--- src/rtl/uart_rx_monitor.sv ---
// 8N1 UART receiver with a small valid/ready FIFO, framing-error pulse and sticky overflow.
// Define UART_RX_MONITOR_DISPLAY_EN to echo received bytes and frame errors in simulation.
module uart_rx_monitor #(
  parameter int CLKS_PER_BIT = 868,
  parameter int FIFO_AW      = 2
) (
  input  logic       wb_clk_i,
  input  logic       wb_rst_n_i,
  input  logic       rx_i,
  output logic [7:0] data_o,
  output logic       valid_o,
  input  logic       ready_i,
  output logic       frame_err_o,
  output logic       overflow_o,
  output logic       busy_o
);

  localparam int            CW      = $clog2(CLKS_PER_BIT);
  localparam int            DEPTH   = 2 ** FIFO_AW;
  localparam logic [CW-1:0] HALF_M1 = CW'(CLKS_PER_BIT / 2 - 1);
  localparam logic [CW-1:0] FULL_M1 = CW'(CLKS_PER_BIT - 1);

  typedef enum logic [2:0] {
    IDLE,
    START,
    DATA,
    STOP,
    WAIT_IDLE
  } state_t;

  // Two-flop synchronizer; both stages reset to the idle-high line level.
  logic rx_p0_q, rx_p1_q;
  logic rx_s;

  always_ff @(posedge wb_clk_i or negedge wb_rst_n_i) begin
    if (!wb_rst_n_i) begin
      rx_p0_q <= 1'b1;
      rx_p1_q <= 1'b1;
    end else begin
      rx_p0_q <= rx_i;
      rx_p1_q <= rx_p0_q;
    end
  end

  assign rx_s = rx_p1_q;

  state_t        state_q, state_d;
  logic [CW-1:0] cnt_q, cnt_d;
  logic [2:0]    idx_q, idx_d;
  logic          frame_err_q, frame_err_d;
  logic [7:0]    sh_q;
  logic          sample;
  logic          push;

  always_ff @(posedge wb_clk_i or negedge wb_rst_n_i) begin
    if (!wb_rst_n_i) begin
      state_q     <= IDLE;
      cnt_q       <= '0;
      idx_q       <= '0;
      frame_err_q <= 1'b0;
    end else begin
      state_q     <= state_d;
      cnt_q       <= cnt_d;
      idx_q       <= idx_d;
      frame_err_q <= frame_err_d;
    end
  end

  always_comb begin
    state_d     = state_q;
    cnt_d       = cnt_q + 1'b1;
    idx_d       = idx_q;
    frame_err_d = 1'b0;
    sample      = 1'b0;
    push        = 1'b0;
    case (state_q)
      IDLE: begin
        cnt_d = '0;
        if (!rx_s) state_d = START;
      end
      START: begin
        // Re-check the line at mid start bit so short low glitches are ignored.
        if (cnt_q == HALF_M1) begin
          cnt_d   = '0;
          idx_d   = '0;
          state_d = rx_s ? IDLE : DATA;
        end
      end
      DATA: begin
        if (cnt_q == FULL_M1) begin
          cnt_d  = '0;
          sample = 1'b1;
          if (idx_q == 3'd7) state_d = STOP;
          else               idx_d   = idx_q + 3'd1;
        end
      end
      STOP: begin
        if (cnt_q == FULL_M1) begin
          cnt_d = '0;
          if (rx_s) begin
            push    = 1'b1;
            state_d = IDLE;
          end else begin
            frame_err_d = 1'b1;
            state_d     = WAIT_IDLE;
          end
        end
      end
      WAIT_IDLE: begin
        // A held-low line (break) yields only the single error already flagged.
        cnt_d = '0;
        if (rx_s) state_d = IDLE;
      end
      default: begin
        cnt_d   = '0;
        state_d = IDLE;
      end
    endcase
  end

  // Data path registers carry no reset; only control state is reset.
  always_ff @(posedge wb_clk_i) begin
    if (sample) sh_q <= {rx_s, sh_q[7:1]};
  end

  logic [FIFO_AW:0] wr_ptr_q, wr_ptr_d;
  logic [FIFO_AW:0] rd_ptr_q, rd_ptr_d;
  logic [7:0]       mem_q [DEPTH];
  logic             overflow_q, overflow_d;
  logic             empty, full, pop, push_ok, drop;

  assign empty   = (wr_ptr_q == rd_ptr_q);
  assign full    = (wr_ptr_q[FIFO_AW] != rd_ptr_q[FIFO_AW]) &&
                   (wr_ptr_q[FIFO_AW-1:0] == rd_ptr_q[FIFO_AW-1:0]);
  assign pop     = !empty && ready_i;
  // A simultaneous pop frees the slot, so a push into a full FIFO still lands.
  assign push_ok = push && (!full || pop);
  assign drop    = push && full && !pop;

  always_comb begin
    wr_ptr_d   = wr_ptr_q;
    rd_ptr_d   = rd_ptr_q;
    overflow_d = overflow_q | drop;
    if (push_ok) wr_ptr_d = wr_ptr_q + 1'b1;
    if (pop)     rd_ptr_d = rd_ptr_q + 1'b1;
  end

  always_ff @(posedge wb_clk_i or negedge wb_rst_n_i) begin
    if (!wb_rst_n_i) begin
      wr_ptr_q   <= '0;
      rd_ptr_q   <= '0;
      overflow_q <= 1'b0;
    end else begin
      wr_ptr_q   <= wr_ptr_d;
      rd_ptr_q   <= rd_ptr_d;
      overflow_q <= overflow_d;
    end
  end

  always_ff @(posedge wb_clk_i) begin
    if (push_ok) mem_q[wr_ptr_q[FIFO_AW-1:0]] <= sh_q;
  end

`ifdef UART_RX_MONITOR_DISPLAY_EN
  always_ff @(posedge wb_clk_i) begin
    if (push_ok)     $write("%c", sh_q);
    if (frame_err_d) $display("uart_rx_monitor: frame error at %0t", $time);
  end
`else
`endif

  assign data_o      = mem_q[rd_ptr_q[FIFO_AW-1:0]];
  assign valid_o     = !empty;
  assign frame_err_o = frame_err_q;
  assign overflow_o  = overflow_q;
  assign busy_o      = (state_q != IDLE);

endmodule

--- config.mk ---
export PLATFORM = sky130hd
export DESIGN_NAME = uart_rx_monitor
export DESIGN_NICKNAME = d
export VERILOG_FILES = /design/src/rtl/uart_rx_monitor.sv
export SDC_FILE = /design/constraint.sdc
export NUM_CORES = 1
export LEC_CHECK = 0
export ABC_CLOCK_PERIOD_IN_PS = 6100
export BUFFER_PORTS_ARGS = -buffer_cell sky130_fd_sc_hd__buf_2
export CORE_MARGIN = 3
export CORE_UTILIZATION = 48
export DETAILED_ROUTE_END_ITERATION = 6
export GPL_ROUTABILITY_DRIVEN = 0
export PLACE_DENSITY_LB_ADDON = 0.15
export SLEW_MARGIN = 10
export SYNTH_ARGS = -nofsm -noshare
export SYNTH_HDL_FRONTEND = slang
export SYNTH_SLANG_ARGS = --single-unit
--- constraint.sdc ---
create_clock -name wb_clk_i -period 6.1 [get_ports wb_clk_i]
set_clock_uncertainty 0.15 [all_clocks]
set_input_delay 0.61 -clock wb_clk_i [delete_from_list [all_inputs] [get_ports wb_clk_i]]
set_output_delay 0.61 -clock wb_clk_i [all_outputs]
set_load 0.1 [all_outputs]
Word level (Yosys, flattened, before mapping)
Memory sizes are Yosys's and may differ from the RTL's.
Cells that the tools add are included.
- bits in registers: 34
- memories: 1
- RAM bits: 32
- word-level logic and storage cells: 74
- bits of input ports: 4
- output and inout bits: 12
- reductions and logical operators: 15
- $add $sub $neg: 4
- multiplexer cells: 26
- equal/unequal tests: 17
- bitwise operators: 1
- memories (memory ; depth ; bits a word ; rd ports ; clocked after Yosys merged registers in ; write ports ; line ; RTL):
    mem_q ; 4 ; 8 ; 1 ; 0 ; 1 ; 128 ; logic [7:0] mem_q [DEPTH];
- operator list (operator ; number):
    2-to-1 mux 3 bit ; 10
    2-to-1 mux 10 bit ; 2
    case mux 10 bit (2 select lines) ; 1
    case mux 3 bit (5 select lines) ; 1
    != test 2 bit (second input constant) ; 7
    adder 10 x 1 -> 10 bit (second input constant) ; 1
    equality test 10 bit (second input constant) ; 1
    equality test 10 x 9 -> 1 bit (second input constant) ; 1
    2-to-1 mux 1 bit ; 10
    adder 3 x 1 -> 3 bit (second input constant) ; 3
    equality test 3 x 2 -> 1 bit (second input constant) ; 2
    equality test 3 bit (second input constant) ; 2
    case mux 3 bit (2 select lines) ; 1
    AND reduction 6 bit ; 1
    logical AND 1 bit ; 5
    AND reduction 4 bit ; 1
    equality test 3 x 1 -> 1 bit (second input constant) ; 1
    equality test 3 bit ; 1
    zero test 1 bit ; 3
    zero test 3 bit ; 1
    nonzero test 3 bit ; 1
    equality test 2 bit ; 1
    2-to-1 mux 2 bit ; 1
    nonzero test 2 bit ; 1
    4 further kinds ; 4

Longest topological paths before layout
Gate-level depths: netlist of run 1.
- depth in word-level cells: 7
- mapped depth: 6
- mapped depth without buffers: 6

Worst setup path after synthesis of run 1
Ideal clock, no wire load.
- path type: reg-to-reg
- from: register rd_ptr_q[1]
- to: register rd_ptr_q[1]
- arrival time: 2.348 ns
- path buffers: 1
- required time: 5.825 ns
- period minus slack after synthesis: 2.623 ns
- setup time: 0.125 ns
- stages on the path, launching flop included: 6
- setup slack: 3.477 ns
- cells stage by stage: dfrtp_1 > clkbuf_1 > xnor2_1 > nand3b_1 > nand2_1 > mux2_2
- cells in the longest elaborated chain, start to end: 3
- elaborated cells on any way between the ends: 4
- those cells by class: add/sub (1); eq/ne (1); reduce/logical (2)
- ends and longest elaborated chain (element ; line ; RTL):
    start: declaration ; 127 ; logic [FIFO_AW:0] rd_ptr_q, rd_ptr_d;
    start signal: assignment ; 155 ; rd_ptr_q <= rd_ptr_d;
    equality test 3 bit ; 132 ; assign empty = (wr_ptr_q == rd_ptr_q);
    zero test 1 bit ; -- ;
    net valid_o ; 11 ; output logic valid_o,
    logical AND 1 bit ; 135 ; assign pop = !empty && ready_i;
The timed path passes the listed nets, and every way through them passes these cells.
A chain may end at the register's enable or synchronous reset.

Final worst setup path of run 1
- from: register rd_ptr_q[0]
- to: output data_o[5]
- cells in the longest elaborated chain, start to end: 1
- ends and longest elaborated chain (element ; line ; RTL):
    memory (4 x 8 bit) ; -- ;
    end: declaration ; 10 ; output logic [7:0] data_o,
No other way between the ends.

==> results_dict.tcl, run 1 <==
set metrics [dict create \
    post-cts-setup-buffers 0 \
    antenna_left 0 \
    ys.flop_type "edfxtp_1" \
    drv_cap 0 \
    die_h_um 83.1 \
    dp.cells 272 \
    n_antenna_cell 0 \
    layout_setup_ws_ps 3370 \
    htreeDepth 3 \
    area_growth_pct 11.3 \
    drv_slew 0 \
    track_usage_pct 14.7 \
    fin_crit_sh_pct 44.7 \
    drtIter0Drc 62 \
    clkTransAtPathRegs_ps 70 \
    r2r_slack_ps 3510 \
    grt_max_degree 27 \
    grt_pass1_wl_um 7770 \
    first_pass_iters 4 \
    netlist_area_um2 2850 \
    avgRoutedWirePerCell_um 15.7 \
    core_area_um2 5640 \
    cts-root-buf "clkbuf_8" \
    avgSynthCellArea_um2 14.9 \
    overflow 0 \
    numCtsBuffers 9 \
    grt_pass1_vias 1593 \
    ctsResizeCount 0 \
    synth_edf_count 40 \
    setup_tns_ps 0 \
    cts_sinks 66 \
    crit_arrival_ps 1970 \
    dr_wl_met3_um 119 \
    clock.fmax_ghz 0.366 \
    power-per-cell-area_nw_per_um2 384 \
    critPathCaptureType "output port" \
    wl_met1_um 1870 \
    seq_area_frac_synth_pct 65.1 \
    rsz0062_at_grt "no" \
    hp-class "input port to asynchronous set/reset pin" \
    num_vias 1516 \
    layout_common_cells "edfxtp_1 (40), dfrtp_1 (24), nor2_1 (21)" \
    ys_seq_elements 66 \
    place_ws_ps 3490 \
    hold_violations 0 \
    port_buffers 15 \
    routed.top_layer "met4" \
    clock_path_buffers 2 \
    startpoint_type "register" \
    tightest_slew_ps 652 \
    dieArea_um2 6900 \
    p_leak_nw 1.18 \
    cts_tree "yes" \
    drc 0 \
    cp.required_ps 5340 \
    dpl.hpwl_um 3230 \
    hold_buffers 0 \
    power.total_mw 1.22 \
    start_util_pct 50.5 \
    final_common_cell "edfxtp_1" \
    drive_gt1_share_pct 23.1 \
    slew_headroom_pct 56.3 \
    fin_crit_ps 2730 \
    layout.cells.non_filler 288 \
    viasPerCell 5.26 \
    wl_met2_um 2380 \
    routed_wl_um 4520 \
    ys_warn_count 0 \
    io_pins 16 \
    fill_cells 437 \
    status "finished, final reports clean" \
    syn_inst 191 \
    nNetsFinal 224 \
    worst-setup-path-type "register to output port" \
    antenna_found_initial 0 \
    insertion_delay_ps 330 \
    async_flop_share_pct 39.4 \
    synth_fp_nets 204 \
    ys_types 41 \
    setup_viol 0 \
    cp_max_fo 11 \
    rows 27 \
    ir_drop_v 0.000277 \
    die_x_um 83.1 \
]
-- registers in the layout (all words and copies together) (netlist names) --
| signal | cells |
|---|---|
| overflow_o | 1 |
| idx_q | 3 |
| sh_q | 8 |
| state_q | 3 |
| wr_ptr_q | 3 |
| mem_q | 32 |
| rx_p0_q | 1 |
| rd_ptr_q | 3 |
| frame_err_o | 1 |
| cnt_q | 10 |
| rx_p1_q | 1 |
-- area by class of cell --
type	instances	area (µm²)	area share, %
inverter	9	33.8	1.07
clock inverter	6	67.6	2.13
multi-input combinational	110	923	29.1
timing repair buffer	15	75.1	2.37
clock buffer	10	128	4.02
tap	72	90.1	2.84
sequential	66	1850	58.5
-- synth_stat cells, types with 2 or more instances --
master | n | area share [%]
nor2_1 | 21 | 2.8
edfxtp_1 | 40 | 42
xor2_1 | 3 | 0.92
clkbuf_1 | 3 | 0.40
dfrtp_1 | 24 | 21
inv_1 | 9 | 1.2
ha_1 | 9 | 4.0
o21ai_0 | 2 | 0.35
xnor2_1 | 12 | 3.7
nand4b_1 | 2 | 0.61
mux4_2 | 8 | 6.3
dfstp_2 | 2 | 1.8
nand3_1 | 6 | 1.1
nand2_1 | 7 | 0.92
nand3b_1 | 2 | 0.53
mux2_2 | 3 | 1.2
nand4_1 | 2 | 0.44
buf_6 | 2 | 0.79
a21oi_1 | 2 | 0.35
nor4_1 | 4 | 0.88
or3b_2 | 2 | 0.61
nor2b_1 | 2 | 0.44
nor3_1 | 4 | 0.70
and2_1 | 3 | 0.66
-- power by group --
group,switching [mW],internal [mW],total [mW]
sequential,0.0390,0.481,0.520
combinational,0.260,0.0860,0.346
clock,0.162,0.189,0.351
-- logic make-up after synthesis --
group	Yosys count	share of synthesized area (%)
compound gates	11	3.78
xor+xnor	15	4.61
fa+ha+maj	9	3.95
buf+inv	15	2.55
flops	66	65.1
mux	12	7.90
simple gates	63	12.2
-- per-layer routing --
metal / global-route usage [%] / vias up
li1: - / 744
met1: 15.9 / 738
met2: 25.5 / 19
met3: 3.17 / 15
met4: 10.3 / 0
met5: 0 / -
-- through the flow --
stage          cell area [µm²]  util (%)  hold WS [ps]
3_5_place_dp              2980      52.8           201
2_1_floorplan             2850         -           164
6_report                  3170      56.2           118
3_3_place_gp              2980      52.8           197
5_1_grt                   3170      56.2           150
4_1_cts                   3170      56.2           124
-- path summary, 6_finish.rpt --
path | start | end | cells past startpoint
min in group wb_clk_i | rx_p0_q | rx_p1_q | 0
worst min register to register | rx_p0_q | rx_p1_q | 0
worst max register to register | cnt_q[0] | mem_q[0][7] | 5
worst max-delay path | rd_ptr_q[0] | data_o[5] | 2
worst min-delay path | wb_rst_n_i | wr_ptr_q[1] | 1
max in group asynchronous | wb_rst_n_i | frame_err_o | 1
-- critical path: stages (launching register included) --
cell and delay [ps]:
dfrtp_1 750, mux4_2 580, buf_2 300
No activity file was read; power rests on OpenSTA's default activity.
==> run 2, diff against run 1 <==
Settings changed: ABC_AREA from default to 1, ABC_CLOCK_PERIOD_IN_PS 6100 to 2500.
Clock period 6.1 ns to 2.5 ns, I/O delays scaled along.
==> results_dict.tcl, run 2 <==
set metrics [dict create \
    status "finished, final reports clean" \
    synth_fa_ha_area_share_pct 3.77 \
    nNetsFinal 320 \
    yosys.cell_count.top_type "nand2_1" \
    drive_gt1_share_pct 23.4 \
    final_common_cell "nand2_1" \
    synth_fp_nets 292 \
    synthMuxAreaShare_pct 0 \
    cp_max_fo 11 \
    power.total_mw 3.28 \
    drc 0 \
    synthSimpleGateAreaFrac_pct 21.5 \
    clock.fmax_ghz 0.463 \
    slew_headroom_pct 61.7 \
    startpoint_type "register" \
    postLayoutCellArea_um2 3410 \
    ys_warn_count 0 \
    drv_slew 0 \
    io_pins 16 \
    placed_area_um2 3210 \
    r2r_cells 7 \
    num_vias 1903 \
    ys_seq_elements 66 \
    routed_wl_um 4980 \
    largest_register_ffs 32 \
    pwr-share-comb_pct 37.2 \
    grt_pass1_vias 1860 \
    clkTransAtPathRegs_ps 70 \
    setup_viol 0 \
    synthXorXnorAreaFrac_pct 1.76 \
    cts_sinks 66 \
    switching_share_pct 43.2 \
    setup_tns_ps 0 \
    cts-root-buf "clkbuf_8" \
    switchingPower_mw 1.42 \
    drtIter0Drc 61 \
    die_x_um 84.9 \
    cts_tree "yes" \
    ys.flop_type "edfxtp_1" \
    async_flop_share_pct 39.4 \
    rsz0062_at_grt "no" \
    hp-class "input port to register" \
    rows 28 \
    synth_top_area_share_pct 40.2 \
    viasPerCell 4.92 \
    track_usage_pct 15.8 \
    dpl.hpwl_um 3580 \
    whs_path_depth 3 \
    core_area_um2 5990 \
    antenna_found_initial 0 \
    ys_types 33 \
    r2r_slack_ps 390 \
    insertion_delay_ps 340 \
    start_util_pct 49.9 \
    first_pass_iters 4 \
    antenna_left 0 \
    seq_area_frac_synth_pct 62.0 \
    layout_common_cells "nand2_1 (52), edfxtp_1 (40), nor2_1 (35)" \
    netlist_area_um2 2990 \
    syn_inst 279 \
    power_frac_clock_pct 25.6 \
    critPathCaptureType "output port" \
    avgRoutedWirePerCell_um 12.9 \
    ir_drop_v 0.000918 \
    fin_crit_ps 2160 \
    overflow 0 \
    synth_edf_count 40 \
    tightest_slew_ps 575 \
    synth-compound-area-share_pct 5.40 \
    crit_arrival_ps 1760 \
    synth_area_leaders "edfxtp_1 (40%), dfrtp_1 (20%), nand2_1 (6.5%)" \
    die_h_um 84.9 \
    numCtsBuffers 9 \
    n_antenna_cell 0 \
    fin_crit_sh_pct 86.4 \
    cp.required_ps 2100 \
    port_buffers 15 \
    grt_max_degree 27 \
    fill_cells 519 \
    clock_path_buffers 2 \
    pwr-share-seq_pct 37.2 \
    synth_top_family_by_area "simple AND/OR/NAND/NOR gates" \
    drv_cap 0 \
    worst-setup-path-type "register to output port" \
    ctsResizeCount 0 \
    dieArea_um2 7210 \
    p_leak_nw 1.44 \
    hold_violations 0 \
    power-per-cell-area_nw_per_um2 960 \
    avgSynthCellArea_um2 10.7 \
    synth_commonest_cells "nand2_1 (52), edfxtp_1 (40), nor2_1 (35)" \
    htreeDepth 3 \
    area_growth_pct 14.1 \
    p_int_mw 1.86 \
    yosysTopAreaCell "edfxtp_1" \
    grt_pass1_wl_um 8810 \
]
## run 2: what timing repair did
item                      CTS  global route
hold buffers                2             0
buffers inserted            0             0
hold endpoints to repair   25             0
## run 2: layout make-up
| cell class | instances | area, µm² | share of cell area [%] |
|---|---|---|---|
| flip-flops and latches | 66 | 1850 | 54.4 |
| multi-input cells | 175 | 1020 | 29.9 |
| repair buffers | 22 | 133 | 3.89 |
| clock buffers | 10 | 128 | 3.74 |
| inverters | 33 | 125 | 3.67 |
| well taps | 75 | 93.8 | 2.75 |
| clock inverters | 6 | 57.6 | 1.69 |
## run 2: critical path: stages (launching register included)
cell and delay (ps):
dfrtp_1 500, inv_2 200, o21ai_0 170, o22ai_2 110
buf_2 440
## run 2: cell families (layout without fill, tap and decap cells)
logic type / count (synthesis) / in the layout
compound gates: 29 / 29
xor+xnor: 6 / 6
fa+ha+maj: 9 / 9
buf+inv: 38 / 71
flops: 66 / 66
simple gates: 131 / 131
## run 2: metal layers
metal  GRT usage [%]  up-vias  share of wire, %
li1                -      982                 -
met1            21.4      890                50
met2            23.8       22                45
met3            3.50        9               2.8
met4            8.20        0               1.9
met5               0        -                 0
## run 2: worst paths after layout
kind,start,endpoint
setup / recovery,rd_ptr_q[1],data_o[4]
hold / removal,ready_i,rd_ptr_q[2]
hold reg to reg,rx_p0_q,rx_p1_q
min in group asynchronous,wb_rst_n_i,cnt_q[4]
setup reg to reg,cnt_q[0],mem_q[3][2]
max in group asynchronous,wb_rst_n_i,rx_p1_q
## run 2: power groups by stage
stage	Sequential [mW]	Clock [mW]	Combinational, mW
finish	1.22	0.838	1.22
global route	1.23	0.917	1.28
CTS	1.22	0.859	1.23
detailed placement	1.24	0	1.22
global placement	1.24	0	1.21
floorplan	1.21	0	1.10
## run 2: metrics by stage
step	cells	util [%]	setup slack (ps)	hold slack [ps]
finish	387	56.9	340	73.7
CTS	387	56.9	315	72.7
detailed placement	369	53.5	379	140
global route	387	56.9	199	78.5
global placement	369	53.5	419	137
floorplan	279	-	365	-196
==> run 3, diff against run 2 <==
--- a/config.mk
+++ b/config.mk
@@ -8,5 +8,5 @@
 export ABC_AREA = 1
 export ABC_CLOCK_PERIOD_IN_PS = 2500
-export BUFFER_PORTS_ARGS = -buffer_cell sky130_fd_sc_hd__buf_2
+export BUFFER_PORTS_ARGS = -buffer_cell sky130_fd_sc_hd__clkbuf_2
 export CORE_MARGIN = 3
 export CORE_UTILIZATION = 48
--- a/constraint.sdc
+++ b/constraint.sdc
@@ -3,3 +3,3 @@
 set_input_delay 0.25 -clock wb_clk_i [delete_from_list [all_inputs] [get_ports wb_clk_i]]
 set_output_delay 0.25 -clock wb_clk_i [all_outputs]
-set_load 0.1 [all_outputs]
+set_load 0.05 [all_outputs]
==> results_dict.tcl, run 3 (synthesis results as in run 2) <==
set metrics [dict create \
    layout_common_cells "nand2_1 (52), edfxtp_1 (40), nor2_1 (35)" \
    dpl.hpwl_um 3630 \
    viasPerCell 4.98 \
    status "finished, final reports clean" \
    hp-class "input port to register" \
    routed_wl_um 5190 \
    avgRoutedWirePerCell_um 13.4 \
    htreeDepth 3 \
    whs_path_depth 3 \
    min_from "ready_i" \
    cts_sinks 66 \
    die_x_um 84.9 \
    track_usage_pct 16.3 \
    grt_max_degree 27 \
    start_util_pct 49.9 \
    startpoint_type "register" \
    rsz0062_at_grt "no" \
    numCtsBuffers 9 \
    core_area_um2 5990 \
    critPathCaptureType "register" \
    io_pins 16 \
    r2r-start "cnt_q[0]" \
    drive_gt1_share_pct 22.1 \
    nNetsFinal 320 \
    worst-setup-path-type "register to register" \
    final_common_cell "nand2_1" \
    postLayoutCoreUtil_pct 56.8 \
    dieArea_um2 7210 \
    drv_cap 0 \
    crit_arrival_ps 2000 \
    pwr-share-comb_pct 26.3 \
    insertion_delay_ps 350 \
    largest_register_ffs 32 \
    hold_violations 0 \
    ctsResizeCount 0 \
    power_frac_clock_pct 33.4 \
    p_leak_nw 1.43 \
    cp-startpoint "cnt_q[0]" \
    first_pass_iters 4 \
    die_h_um 84.9 \
    setup_tns_ps 0 \
    whs_endpoint "rd_ptr_q[2]" \
    fill_cells 513 \
    num_vias 1927 \
    setup_viol 0 \
    switching_share_pct 35.9 \
    clock_path_buffers 2 \
    pwr-share-seq_pct 40.3 \
    area_growth_pct 13.7 \
    antenna_found_initial 0 \
    n_antenna_cell 0 \
    drtIter0Drc 101 \
    rows 28 \
    p_int_mw 1.94 \
    clkTransAtPathRegs_ps 70 \
    grt_pass1_wl_um 8990 \
    r2r_slack_ps 360 \
    slew_headroom_pct 55.0 \
    cts-root-buf "clkbuf_8" \
    overflow 0 \
    fin_crit_ps 2140 \
    clock.fmax_ghz 0.468 \
    cts_tree "yes" \
    drv_slew 0 \
    hold_ws_ps 69.2 \
    power-per-cell-area_nw_per_um2 889 \
    r2r-end "mem_q[3][2]" \
    cp.required_ps 2360 \
    antenna_left 0 \
    tightest_slew_ps 675 \
    grt_pass1_vias 1869 \
    cp_max_fo 8 \
    drc 0 \
    port_buffers 15 \
    power.total_mw 3.02 \
    post-cts-setup-buffers 0 \
    fin_crit_sh_pct 85.5 \
    ir_drop_v 0.000631 \
    r2r_cells 7 \
    switchingPower_mw 1.08 \
]
==> run 3: changes by cell type in the layout (fill, tap and decap cells not counted) <==
cell        delta
bufinv_16      +1
clkinvlp_4     +1
clkbuf_2      +15
inv_6          +2
o22ai_1        +8
o22ai_2        -8
buf_2         -15
clkbuf_1       -1
clkinv_1       -3
==> run 3: layer usage <==
layer	global-route usage, %	routed length, µm	up-vias
met4	8.63	123	0
met2	24.4	2330	31
met1	21.7	2550	904
met3	4.47	188	10
met5	0	0	-
li1	-	-	982
==> run 3: power by group through the flow <==
stage | logic (mW) | registers (mW) | clock network [mW]
6_report | 0.795 | 1.22 | 1.01
5_1_grt | 0.864 | 1.22 | 1.09
4_1_cts | 0.803 | 1.22 | 1.04
3_5_place_dp | 0.798 | 1.24 | 0
3_3_place_gp | 0.794 | 1.24 | 0
2_1_floorplan | 0.663 | 1.21 | 0
==> run 3: worst max path at each step <==
stage | end | slack, ps | cells after the start
3_3_place_gp | mem_q[3][4] | 410 | 7
6_report | mem_q[3][2] | 360 | 7
5_1_grt | mem_q[3][3] | 120 | 7
2_1_floorplan | mem_q[0][0] | 380 | 7
4_1_cts | mem_q[3][1] | 330 | 7
3_5_place_dp | mem_q[3][5] | 350 | 7
==> run 3: layout make-up <==
type / count / area (µm²) / area share (%)
clock buffers: 9 / 124 / 3.64
flip-flops and latches: 66 / 1850 / 54.5
multi-input cells: 175 / 970 / 28.5
inverters: 33 / 125 / 3.68
well taps: 75 / 93.8 / 2.76
clock inverters: 7 / 101 / 2.98
repair buffers: 22 / 133 / 3.90
==> run 3: through the flow <==
stage          instance area, µm²  setup slack (ps)  instances
6_report                     3400               362        387
5_1_grt                      3400               124        387
4_1_cts                      3400               333        387
3_5_place_dp                 3160               351        369
3_3_place_gp                 3160               407        369
2_1_floorplan                2990               385        279
==> run 3: timing repair <==
item	in CTS	in global routing
endpoints found under the hold margin	25	0
hold buffers	2	0
setup endpoints to repair	0	0
==> run 3: worst max-delay path, stage by stage (launching register included) <==
cell and delay (ps):
dfrtp_1 420, ha_1 240, nand2_1 70, nor2_1 150
nand3_1 180, nor2_4 180, nand3_1 110, inv_1 300
